--- config.mk ---
export PLATFORM = sky130hd
export DESIGN_NAME = cla_alu_pipe
export DESIGN_NICKNAME = d
export VERILOG_FILES = /design/src/rtl/cla_alu_pipe.sv
export SDC_FILE = /design/constraint.sdc
export NUM_CORES = 1
export LEC_CHECK = 0
export BUFFER_PORTS_ARGS = -buffer_cell sky130_fd_sc_hd__clkbuf_2
export CORE_AREA = 5 5 158 114
export CTS_CLUSTER_DIAMETER = 60
export CTS_CLUSTER_SIZE = 40
export DETAILED_ROUTE_END_ITERATION = 10
export DIE_AREA = 0 0 163 119
export PLACE_DENSITY = 0.82
export SLEW_MARGIN = 15
export SYNTH_ARGS = -nofsm -noshare
export SYNTH_HDL_FRONTEND = slang
export SYNTH_SLANG_ARGS = --single-unit
--- constraint.sdc ---
create_clock -name clk -period 4 [get_ports clk]
set_clock_uncertainty 0.1 [all_clocks]
set_input_delay 0.6 -clock clk [delete_from_list [all_inputs] [get_ports clk]]
set_output_delay 0.6 -clock clk [all_outputs]
set_load 0.02 [all_outputs]
--- src/rtl/cla_alu_pipe.sv ---
// cla_alu_pipe: pipelined carry-lookahead add/sub unit with valid/ready handshake.
// Each stage resolves one slice of groups; upper operands skew forward, lower results trail.
module cla_alu_pipe #(
    parameter int unsigned WIDTH  = 32,
    parameter int unsigned GROUP  = 4,
    parameter int unsigned STAGES = 2
) (
    input  logic             clk,
    input  logic             rst,
    input  logic             in_valid,
    output logic             in_ready,
    input  logic [WIDTH-1:0] a,
    input  logic [WIDTH-1:0] b,
    input  logic             cin,
    input  logic             sub,
    output logic             out_valid,
    input  logic             out_ready,
    output logic [WIDTH-1:0] sum,
    output logic [WIDTH-1:0] band,
    output logic [WIDTH-1:0] bxor,
    output logic             cout,
    output logic             of,
    output logic             zero
);
    localparam int unsigned SW = WIDTH / STAGES;
    localparam int unsigned NG = SW / GROUP;

    logic             advance;
    logic [WIDTH-1:0] bp_in;
    logic             c0_in;

    assign advance  = ~out_valid | out_ready;
    assign in_ready = advance;
    assign bp_in    = b ^ {WIDTH{sub}};
    assign c0_in    = sub | cin;

    // Carries c[0..SW] for one slice: full lookahead inside a group, group carries ripple.
    function automatic logic [SW:0] slice_carries(input logic [SW-1:0] p,
                                                  input logic [SW-1:0] g,
                                                  input logic          c_in);
        logic [SW:0] c;
        logic        term;
        logic        prod;
        int          base;
        c    = '0;
        c[0] = c_in;
        for (int grp = 0; grp < int'(NG); grp++) begin
            base = grp * int'(GROUP);
            for (int i = 0; i < int'(GROUP); i++) begin
                term = g[base + i];
                prod = p[base + i];
                for (int j = i - 1; j >= 0; j--) begin
                    term = term | (prod & g[base + j]);
                    prod = prod & p[base + j];
                end
                c[base + i + 1] = term | (prod & c[base]);
            end
        end
        return c;
    endfunction

    for (genvar k = 0; k < STAGES; k++) begin : stg
        localparam int unsigned LO = k * SW;
        localparam int unsigned HI = (k + 1) * SW;

        logic [SW-1:0] s_a;
        logic [SW-1:0] s_bp;
        logic [SW-1:0] s_p;
        logic [SW-1:0] s_g;
        logic [SW-1:0] s_sum;
        logic [SW:0]   s_cy;
        logic          s_c;
        logic          s_valid;

        if (k == 0) begin : src
            assign s_a     = a[SW-1:0];
            assign s_bp    = bp_in[SW-1:0];
            assign s_c     = c0_in;
            assign s_valid = in_valid;
        end else begin : src
            assign s_a     = stg[k-1].mid.r_a[SW-1:0];
            assign s_bp    = stg[k-1].mid.r_bp[SW-1:0];
            assign s_c     = stg[k-1].mid.r_c;
            assign s_valid = stg[k-1].mid.r_valid;
        end

        assign s_p   = s_a ^ s_bp;
        assign s_g   = s_a & s_bp;
        assign s_cy  = slice_carries(s_p, s_g, s_c);
        assign s_sum = s_p ^ s_cy[SW-1:0];

        if (k < STAGES - 1) begin : mid
            logic [WIDTH-HI-1:0] r_a;
            logic [WIDTH-HI-1:0] r_bp;
            logic [HI-1:0]       r_sum;
            logic [HI-1:0]       r_band;
            logic [HI-1:0]       r_bxor;
            logic                r_c;
            logic                r_valid;
            logic [WIDTH-HI-1:0] u_a;
            logic [WIDTH-HI-1:0] u_bp;
            logic [HI-1:0]       n_sum;
            logic [HI-1:0]       n_band;
            logic [HI-1:0]       n_bxor;

            if (k == 0) begin : fwd
                assign u_a    = a[WIDTH-1:HI];
                assign u_bp   = bp_in[WIDTH-1:HI];
                assign n_sum  = s_sum;
                assign n_band = s_g;
                assign n_bxor = s_p;
            end else begin : fwd
                assign u_a    = stg[k-1].mid.r_a[WIDTH-LO-1:SW];
                assign u_bp   = stg[k-1].mid.r_bp[WIDTH-LO-1:SW];
                assign n_sum  = {s_sum, stg[k-1].mid.r_sum};
                assign n_band = {s_g, stg[k-1].mid.r_band};
                assign n_bxor = {s_p, stg[k-1].mid.r_bxor};
            end

            always_ff @(posedge clk) begin
                if (rst) begin
                    r_valid <= 1'b0;
                    r_a     <= '0;
                    r_bp    <= '0;
                    r_c     <= 1'b0;
                    r_sum   <= '0;
                    r_band  <= '0;
                    r_bxor  <= '0;
                end else if (advance) begin
                    r_valid <= s_valid;
                    r_a     <= u_a;
                    r_bp    <= u_bp;
                    r_c     <= s_cy[SW];
                    r_sum   <= n_sum;
                    r_band  <= n_band;
                    r_bxor  <= n_bxor;
                end
            end
        end else begin : fin
            logic [WIDTH-1:0] n_sum;
            logic [WIDTH-1:0] n_band;
            logic [WIDTH-1:0] n_bxor;

            if (k == 0) begin : cat
                assign n_sum  = s_sum;
                assign n_band = s_g;
                assign n_bxor = s_p;
            end else begin : cat
                assign n_sum  = {s_sum, stg[k-1].mid.r_sum};
                assign n_band = {s_g, stg[k-1].mid.r_band};
                assign n_bxor = {s_p, stg[k-1].mid.r_bxor};
            end

            // Final stage owns the MSB group, so both flag carries are visible here.
            always_ff @(posedge clk) begin
                if (rst) begin
                    out_valid <= 1'b0;
                    sum       <= '0;
                    band      <= '0;
                    bxor      <= '0;
                    cout      <= 1'b0;
                    of        <= 1'b0;
                    zero      <= 1'b0;
                end else if (advance) begin
                    out_valid <= s_valid;
                    sum       <= n_sum;
                    band      <= n_band;
                    bxor      <= n_bxor;
                    cout      <= s_cy[SW];
                    of        <= s_cy[SW] ^ s_cy[SW-1];
                    zero      <= (n_sum == '0);
                end
            end
        end
    end

endmodule

# Word-level counts from Yosys, hierarchy flattened
# Cells that the tools add are included.
dict set report totals {
  register_bits 182
  inputBits 70
}
dict set report classes {
  bitwise_logic 219
  n_reduce_logical 1
}
# cell count
set ops {}
lappend ops {{1-bit AND} 128}
lappend ops {{1-bit OR} 82}
lappend ops {{16-bit XOR} 4}
lappend ops {{16-bit AND} 2}
lappend ops {{32-bit zero test} 1}
lappend ops {{32-bit XOR} 1}
lappend ops {{1-bit inverter} 1}
lappend ops {{1-bit XOR} 1}

# Longest topological paths before layout
# Gate-level depths: netlist (run 1).
dict set report logic_depth {
  word_depth 14
  mapped_depth 15
}

# Worst setup path after synthesis (run 1)
# OpenSTA, ideal clock, no wires.
dict set report synth_timing {
  kind {input to register}
  from {in sub}
  to {reg stg[0].mid.r_sum[12]}
  setup_ns 0.086
  arrival_time_ns 4.017
  required_time_ns 3.814
  setup_slack_ns -0.202
  stages 13
  path_buffers 3
  path_cell_list {clkbuf_1 clkbuf_1 buf_1 xor2_1 ha_1 a21oi_1 o21ai_0 nor4b_1 nor3b_1 o21ai_0 nor2b_1 fa_1 a211oi_1}
}
# item line
set synth_rtl {}
lappend synth_rtl {{from (decl)} 15} ;# input logic sub,
lappend synth_rtl {{32-bit XOR *} 34} ;# assign bp_in = b ^ {WIDTH{sub}};
lappend synth_rtl {{16-bit XOR *} 87} ;# assign s_p = s_a ^ s_bp;
lappend synth_rtl {{net stg[0].mid.n_bxor[5]} 104} ;# logic [HI-1:0] n_bxor;
lappend synth_rtl {{1-bit AND *} 54} ;# prod = prod & p[base + j];
lappend synth_rtl {{1-bit AND (on tied branches)} {53, 54}}
lappend synth_rtl {{1-bit OR or 1-bit AND (tied branches)} {53, 56}}
lappend synth_rtl {{1-bit OR *} 56} ;# c[base + i + 1] = term | (prod & c[base]);
lappend synth_rtl {{1-bit AND *} 56}
lappend synth_rtl {{1-bit OR *} 56}
lappend synth_rtl {{16-bit XOR *} 90} ;# assign s_sum = s_p ^ s_cy[SW-1:0];
lappend synth_rtl {{to (signal assigned)} 134} ;# r_sum <= n_sum;
lappend synth_rtl {{to (decl)} 95} ;# logic [HI-1:0] r_sum;
# Mark *: on every way through the listed nets, which the timed path passes. The rest lies on a longest branch.
# A chain may end at the register's enable or synchronous reset.

# Final worst setup path (run 1)
dict set report layout_timing {
  from {reg stg[0].mid.r_a[0]}
  to {reg zero}
}
# item line
set layout_rtl {}
lappend layout_rtl {{from (decl)} 93} ;# logic [WIDTH-HI-1:0] r_a;
lappend layout_rtl {{from (signal assigned)} 131} ;# r_a <= u_a;
lappend layout_rtl {{16-bit XOR} 87}
lappend layout_rtl {{net stg[1].s_p[0]} 68} ;# logic [SW-1:0] s_p;
lappend layout_rtl {{1-bit AND} 54}
lappend layout_rtl {{1-bit AND} 56}
lappend layout_rtl {{1-bit OR} 56}
lappend layout_rtl {{1-bit AND} 56}
lappend layout_rtl {{1-bit OR} 56}
lappend layout_rtl {{1-bit AND} 56}
lappend layout_rtl {{1-bit OR} 56}
lappend layout_rtl {{16-bit XOR} 90}
lappend layout_rtl {{net stg[1].s_sum[12]} 70} ;# logic [SW-1:0] s_sum;
lappend layout_rtl {{32-bit zero test} 171} ;# zero <= (n_sum == '0);
lappend layout_rtl {{to (signal assigned)} 171}
lappend layout_rtl {{to (decl)} 23} ;# output logic zero
# The timed path passes the listed nets, and every way through them passes these cells.

==> run_results.csv, run 1 <==
group,metric,value,unit
outcome,status,"complete, no violations",
routing,postRouteAntennaNets,0,
grt,grt_max_degree,108,
timing,worst_slew_pin_slew,1.066,ns
timing,finalHoldViolations,0,
routing,drt-wirelength-per-cell,15.75,µm
power_and_ir_drop,p_leak,4.191,nW
clock_tree,numCtsBuffers,17,
synth,async_reset_ff_share,0,%
synth,syn_nets,1085,
synth,synth_top_area_share,46.35,%
floorplanning,ios,171,
synth,ys.flop_type,"dfxtp_1",
critical_path,cp_cell_sequence,"ha_1, a211oi_2, o21a_1, nor4_1, or3_1, fa_1, nor3_2, nand4_4, or4b_1, nor2_1, or4b_1, o21ai_1",
timing,finalCritPeriodShare,94.82,%
synth,synthesis.area,7860,µm²
timing,min_period,3.793,ns
critical_path,crit_path_end_kind,"flip-flop",
grt,grt_first_pass_wirelength,33.93,mm
critical_path,critical_path_buf_inv_count,0,
critical_path,critPathLaunchType,"flip-flop",
routing,vias,7061,
timing,tns,0,ns
clock_tree,clkTransAtPathRegs,0.07,ns
floorplanning,die_w,163,µm
layout,area_growth,20.49,%
floorplanning,start_util,48.52,%
timing,slew_viol_final,0,
floorplanning,rows,39,
synth,synth_area_leaders,"dfxtp_1 46%, nand2_1 14%, a21oi_1 10%",
layout,final-seq-area,3643,µm²
grt,grtUsageTotal,21.62,%
routing,drt_wl_total,21.19,mm
clock_tree,ctsRootBufferMaster,"clkbuf_16",
critical_path,crit_required,4.25,ns
layout,finalInstanceArea,9470,µm²
layout,multi_input_area,3933,µm²
routing,drt_iter0_markers,750,
critical_path,critPathKind,"reg -> reg",
placed_design,io_buffers,170,
placed_design,dp_hpwl,15.26,mm
critical_path,reg2reg_slack,0.21,ns
clock_tree,htreeDepth,4,
synth,synth-simple-area-share,20.68,%
synth,yosys.area.top_type,"dfxtp_1",
routing,drcViolationCount,0,
power_and_ir_drop,power_density,494.7,nW/µm²
synth,synth_most_common_cell,"nand2_1",
clock_tree,clk_latency,0.42,ns
synth,synth-adder-area-share,7.131,%
synth,synth.area.mux_share,0.3820,%
synth,ys_types,46,
timing,finalSetupViolations,0,
critical_path,cp_common_cell,"or4b_1",
timing,rsz0062_at_grt,"false",
layout,drive_gt1_share,19.29,%
placed_design,gp_congestion,0.8657,
clock_tree,cts_sinks,182,
layout,nets,1218,
grt,antenna_found_initial,0,
synth,synth_top_family_by_area,"simple AND/OR/NAND/NOR gates",
layout,stdcell_count,1345,
timing,fmax,263.7,MHz
placed_design,dp_cells,1314,
clock_tree,postCtsHoldBufs,0,
floorplanning,core,16200,µm²
routing,viasPerCell,5.250,
synth,synth-edff-count,0,
synth,syn_area_per_cell,8.062,µm²
critical_path,path_delay_family,"simple AND/OR/NAND/NOR gates",
routing,first_pass_iters,5,
critical_path,crit_path_max_fanout,4,
synth,synth_xor_xnor_area_share,5.794,%
clock_tree,cts_tree,"done",
grt,grt_pass1_vias,6511,
floorplanning,dieArea,19400,µm²
job,maxCapViolCount,0,
critical_path,cp_slowest_cell,"or4b_1",
power_and_ir_drop,irDropWorstVdd,0.0002868,V
floorplanning,fp.dieH,119,µm
critical_path,max_stage_delay,0.53,ns
synth,ys_warn_count,0,
synth,ys_seq_elements,182,
synth,synthTopCellsByCount,"301 x nand2_1, 182 x dfxtp_1, 162 x a21oi_1",
synth,seq_area_frac_synth,46.35,%
critical_path,crit_arrival,4.04,ns
timing,slew_headroom,28.95,%
placed_design,place_area,8846,µm²
synth,synth_compound_area_share,15.78,%
layout,antennaDiodeCount,0,
min_path,hold_path_class,"in -> reg",
synth,synthCells,975,
grt,grt-ovfl-total,0,
clock_tree,clockBufferDepth,2,
layout,fill_cells,1494,
-- registers in the layout (all words and copies together), names as in the netlist --
signal           count
band                32
bxor                32
cout                 1
of                   1
out_valid            1
stg.mid.r_a         16
stg.mid.r_band      16
stg.mid.r_bp        16
stg.mid.r_bxor      16
stg.mid.r_c          1
stg.mid.r_sum       16
stg.mid.r_valid      1
sum                 32
zero                 1
-- worst paths after layout --
kind              depth (start not counted)         startpoint                end
setup / recovery                         12  stg[0].mid.r_a[0]               zero
hold / removal                            3              a[23]  stg[0].mid.r_a[7]
setup reg to reg                         12  stg[0].mid.r_a[0]               zero
hold reg to reg                           2            band[4]            band[4]
-- cells by family (layout without fill, tap and decap cells) --
group	Yosys count	in the layout
simple gates	395	395
compound gates	222	222
flops	182	182
buf+inv	81	226
xor+xnor	52	52
fa+ha+maj	40	40
mux	3	3
-- report_power, final --
part | total, W | internal [W] | switching, W
registers | 0.00208 | 0.00198 | 0.000108
clock network | 0.00173 | 0.00105 | 0.000682
logic | 0.000871 | 0.000331 | 0.000540
-- placed cells by master, fill, tap and decap left out, types with 4 or more instances in the layout --
master       n
a211oi_1    25
a21o_1       5
a21oi_1    161
buf_4        8
clkbuf_16   17
clkbuf_2   169
clkbuf_8     4
dfxtp_1    182
fa_1         8
ha_1        32
inv_1       15
nand2_1    301
nand3_1      4
nor2_1      50
nor3_1       7
nor4_1       4
o21ai_0      8
o21ai_1      4
or3_1        5
xnor2_1     27
xor2_1      25
-- per-stage QoR --
step                      utilization [%]  total power [W]  worst slack, ns  hold WS (ns)
final                               58.46         0.004685           0.2073        0.3080
after global placement              54.60         0.002963           0.1906        0.3388
after CTS                           58.37         0.004713          0.03739        0.2896
after detailed placement            54.60         0.002980          0.04024        0.3438
after global routing                58.46         0.004902         0.005934        0.2978
after floorplan                         -         0.002684           0.1332        0.3321
-- worst reg2reg max path, delay by kind of cell, from the launching register on --
family | cells | cell delay, ns
compound gates | 3 | 0.66
fa+ha+maj | 2 | 0.83
flops | 1 | 0.33
simple gates | 7 | 1.82
-- final cells by class --
class	instances	share of cell area, %
multi-input cells	712	41.52
flip-flops and latches	182	38.47
repair buffers	179	9.896
clock buffers	24	5.192
well taps	225	2.973
clock inverters	7	1.255
inverters	16	0.6870
-- routing by layer --
| layer | part of all wire, % | wire length [µm] | track usage (%) | up-vias |
|---|---|---|---|---|
| met1 | 50 | 10650 | 33.66 | 3293 |
| met4 | 0.88 | 187 | 4.872 | 0 |
| met3 | 8.4 | 1782 | 6.250 | 16 |
| li1 | - | - | - | 3514 |
| met5 | 0 | 0 | 0 | - |
| met2 | 40 | 8563 | 29.20 | 238 |
-- repair_timing --
item,4_1_cts,5_1_grt
setup endpoints to repair,0,1
resized for setup,0,3
setup buffers,0,0
hold endpoints to repair,0,0
(Power assumes the default switching activity.)
==> run 2: changes to the inputs <==
--- a/config.mk
+++ b/config.mk
@@ -11,7 +11,7 @@
 export CTS_CLUSTER_SIZE = 40
 export DETAILED_ROUTE_END_ITERATION = 10
 export DIE_AREA = 0 0 163 119
-export PLACE_DENSITY = 0.82
+export PLACE_DENSITY_LB_ADDON = 0.15
 export SLEW_MARGIN = 15
 export SYNTH_ARGS = -nofsm -noshare
 export SYNTH_HDL_FRONTEND = slang
==> run 2 against run 1 <==
Against the previous run:
- design area rose by 0.24%
- non-clock buffer count is 6 higher
- critical path type unchanged
- flip-flop and latch count did not move
- sequential power is essentially flat
- largest cell class unchanged
- fmax up 0.87%
- combinational power increased by 0.6%
- clock power about the same
- largest power group unchanged
- power decreased by 0.20%
==> run_results.csv, run 2 (synthesis gave the netlist of run 1 again) <==
group,metric,value,unit
timing,worst_slew_pin_slew,0.8830,ns
clock_tree,clk_latency,0.42,ns
layout,final_cell_mix,"301 x nand2_1, 182 x dfxtp_1, 169 x clkbuf_2",
routing,drt_iter0_markers,453,
layout,area_growth,20.77,%
layout,antennaDiodeCount,0,
floorplanning,dieArea,19400,µm²
grt,grt_max_degree,86,
floorplanning,start_util,48.52,%
routing,first_pass_iters,6,
critical_path,crit_required,4.26,ns
critical_path,reg2regPathDepth,12,
routing,postRouteAntennaNets,0,
critical_path,reg2reg_slack,0.24,ns
placed_design,io_buffers,170,
clock_tree,cts_tree,"done",
critical_path,critPathKind,"reg -> reg",
outcome,status,"complete, no violations",
timing,finalSetupViolations,0,
timing,setup_ws,0.2401,ns
routing,drt_wl_total,20.97,mm
routing,vias,6868,
critical_path,crit_path_max_fanout,4,
critical_path,crit_arrival,4.02,ns
critical_path,reg2reg_from,"stg[0].mid.r_a[0]",
timing,finalCritPeriodShare,94.00,%
layout,final_common_cell,"nand2_1",
power_and_ir_drop,irDropWorstVdd,0.0003045,V
routing,viasPerCell,5.084,
critical_path,critPathLaunchType,"flip-flop",
min_path,min_path_cells,3,
layout,final_util,58.60,%
layout,nets,1224,
placed_design,dp_worst_setup_slack,0.09119,ns
timing,slew_headroom,41.14,%
grt,grt_pass1_vias,6315,
floorplanning,die_w,163,µm
timing,rsz0062_at_grt,"false",
min_path,min_to,"stg[0].mid.r_a[12]",
power_and_ir_drop,p_leak,4.207,nW
min_path,hold_path_class,"in -> reg",
grt,grt_first_pass_wirelength,33.78,mm
power_and_ir_drop,power_density,492.5,nW/µm²
critical_path,reg2reg_to,"zero",
clock_tree,cts_sinks,182,
routing,drcViolationCount,0,
timing,slew_viol_final,0,
routing,drt-wirelength-per-cell,15.52,µm
grt,grtUsageTotal,21.59,%
timing,tns,0,ns
min_path,hp-start,"a[28]",
timing,finalHoldViolations,0,
timing,fmax,266.0,MHz
grt,grt-ovfl-total,0,
grt,antenna_found_initial,0,
floorplanning,core,16200,µm²
critical_path,crit_path_end_kind,"flip-flop",
clock_tree,clockBufferDepth,2,
timing,min_period,3.760,ns
placed_design,gp_congestion,0.8741,
placed_design,dp_hpwl,14.83,mm
timing,hold-worst-slack,0.2986,ns
layout,reg_top3,"band: 32 flops, bxor: 32 flops, sum: 32 flops",
layout,drive_gt1_share,19.89,%
floorplanning,rows,39,
job,maxCapViolCount,0,
clock_tree,htreeDepth,4,
clock_tree,postCtsSetupRepairBufs,0,
clock_tree,clkTransAtPathRegs,0.07,ns
clock_tree,numCtsBuffers,17,
floorplanning,fp.dieH,119,µm
floorplanning,ios,171,
clock_tree,ctsRootBufferMaster,"clkbuf_16",
run 2: cell types whose count changed in the layout (fill, tap and decap cells not counted), sizes merged:
cell | before | now
buf | 10 | 16
clkinv | 2 | 4
inv | 16 | 18
clkbuf | 193 | 189
run 2: how the worst max path moves through the flow:
stage | start | depth (start not counted) | end | slack (ns)
floorplan | sub | 13 | stg[0].mid.r_sum[12] | 0.13
global placement | stg[0].mid.r_a[0] | 12 | zero | 0.20
detailed placement | stg[0].mid.r_a[0] | 12 | zero | 0.09
CTS | stg[0].mid.r_a[0] | 12 | zero | 0.08
global route | stg[0].mid.r_a[0] | 12 | zero | 0.06
finish | stg[0].mid.r_a[0] | 12 | zero | 0.24
run 2: metrics by stage:
stage	power, W	std cells	cell area (µm²)
3_3_place_gp	0.002984	1320	8879
5_1_grt	0.004909	1351	9493
3_5_place_dp	0.002985	1320	8879
4_1_cts	0.004700	1351	9475
6_report	0.004676	1351	9493
2_1_floorplan	0.002684	975	7863
run 2: power breakdown:
part	internal [W]	total (W)	switching [W]
combinational	0.000336	0.000876	0.000540
clock	0.00100	0.00172	0.000714
sequential	0.00198	0.00208	0.000108
total	0.00331	0.00468	0.00136
run 2: routing by layer:
| layer | wire length, µm | GRT usage (%) |
|---|---|---|
| met5 | 0 | 0 |
| met4 | 125 | 4.243 |
| met3 | 1666 | 6.975 |
| met2 | 8090 | 27.77 |
| met1 | 11080 | 34.60 |
run 2: repair_timing:
action                                  4_1_cts  5_1_grt
gates resized for setup                       0        4
endpoints found under the setup margin        0        1
hold buffers                                  0        0
run 2: worst max-delay path: stages (launching register included):
cell	delay, ns
dfxtp_1	0.33
ha_1	0.34
a211oi_2	0.26
o21a_1	0.26
nor4_1	0.11
or3_1	0.36
fa_1	0.49
nor3_2	0.19
nand4_4	0.11
or4b_1	0.52
nor2_1	0.08
or4b_1	0.43
o21ai_1	0.12
run 2: layout make-up:
| cell class | instances | area (µm²) |
|---|---|---|
| repair buffers | 185 | 969.7 |
| flip-flops and latches | 182 | 3643 |
| fillers | 1557 | 6708 |
| multi-input cells | 712 | 3936 |
| clock inverters | 11 | 150.1 |
| clock buffers | 20 | 446.7 |
| inverters | 16 | 65.06 |
| well taps | 225 | 281.5 |
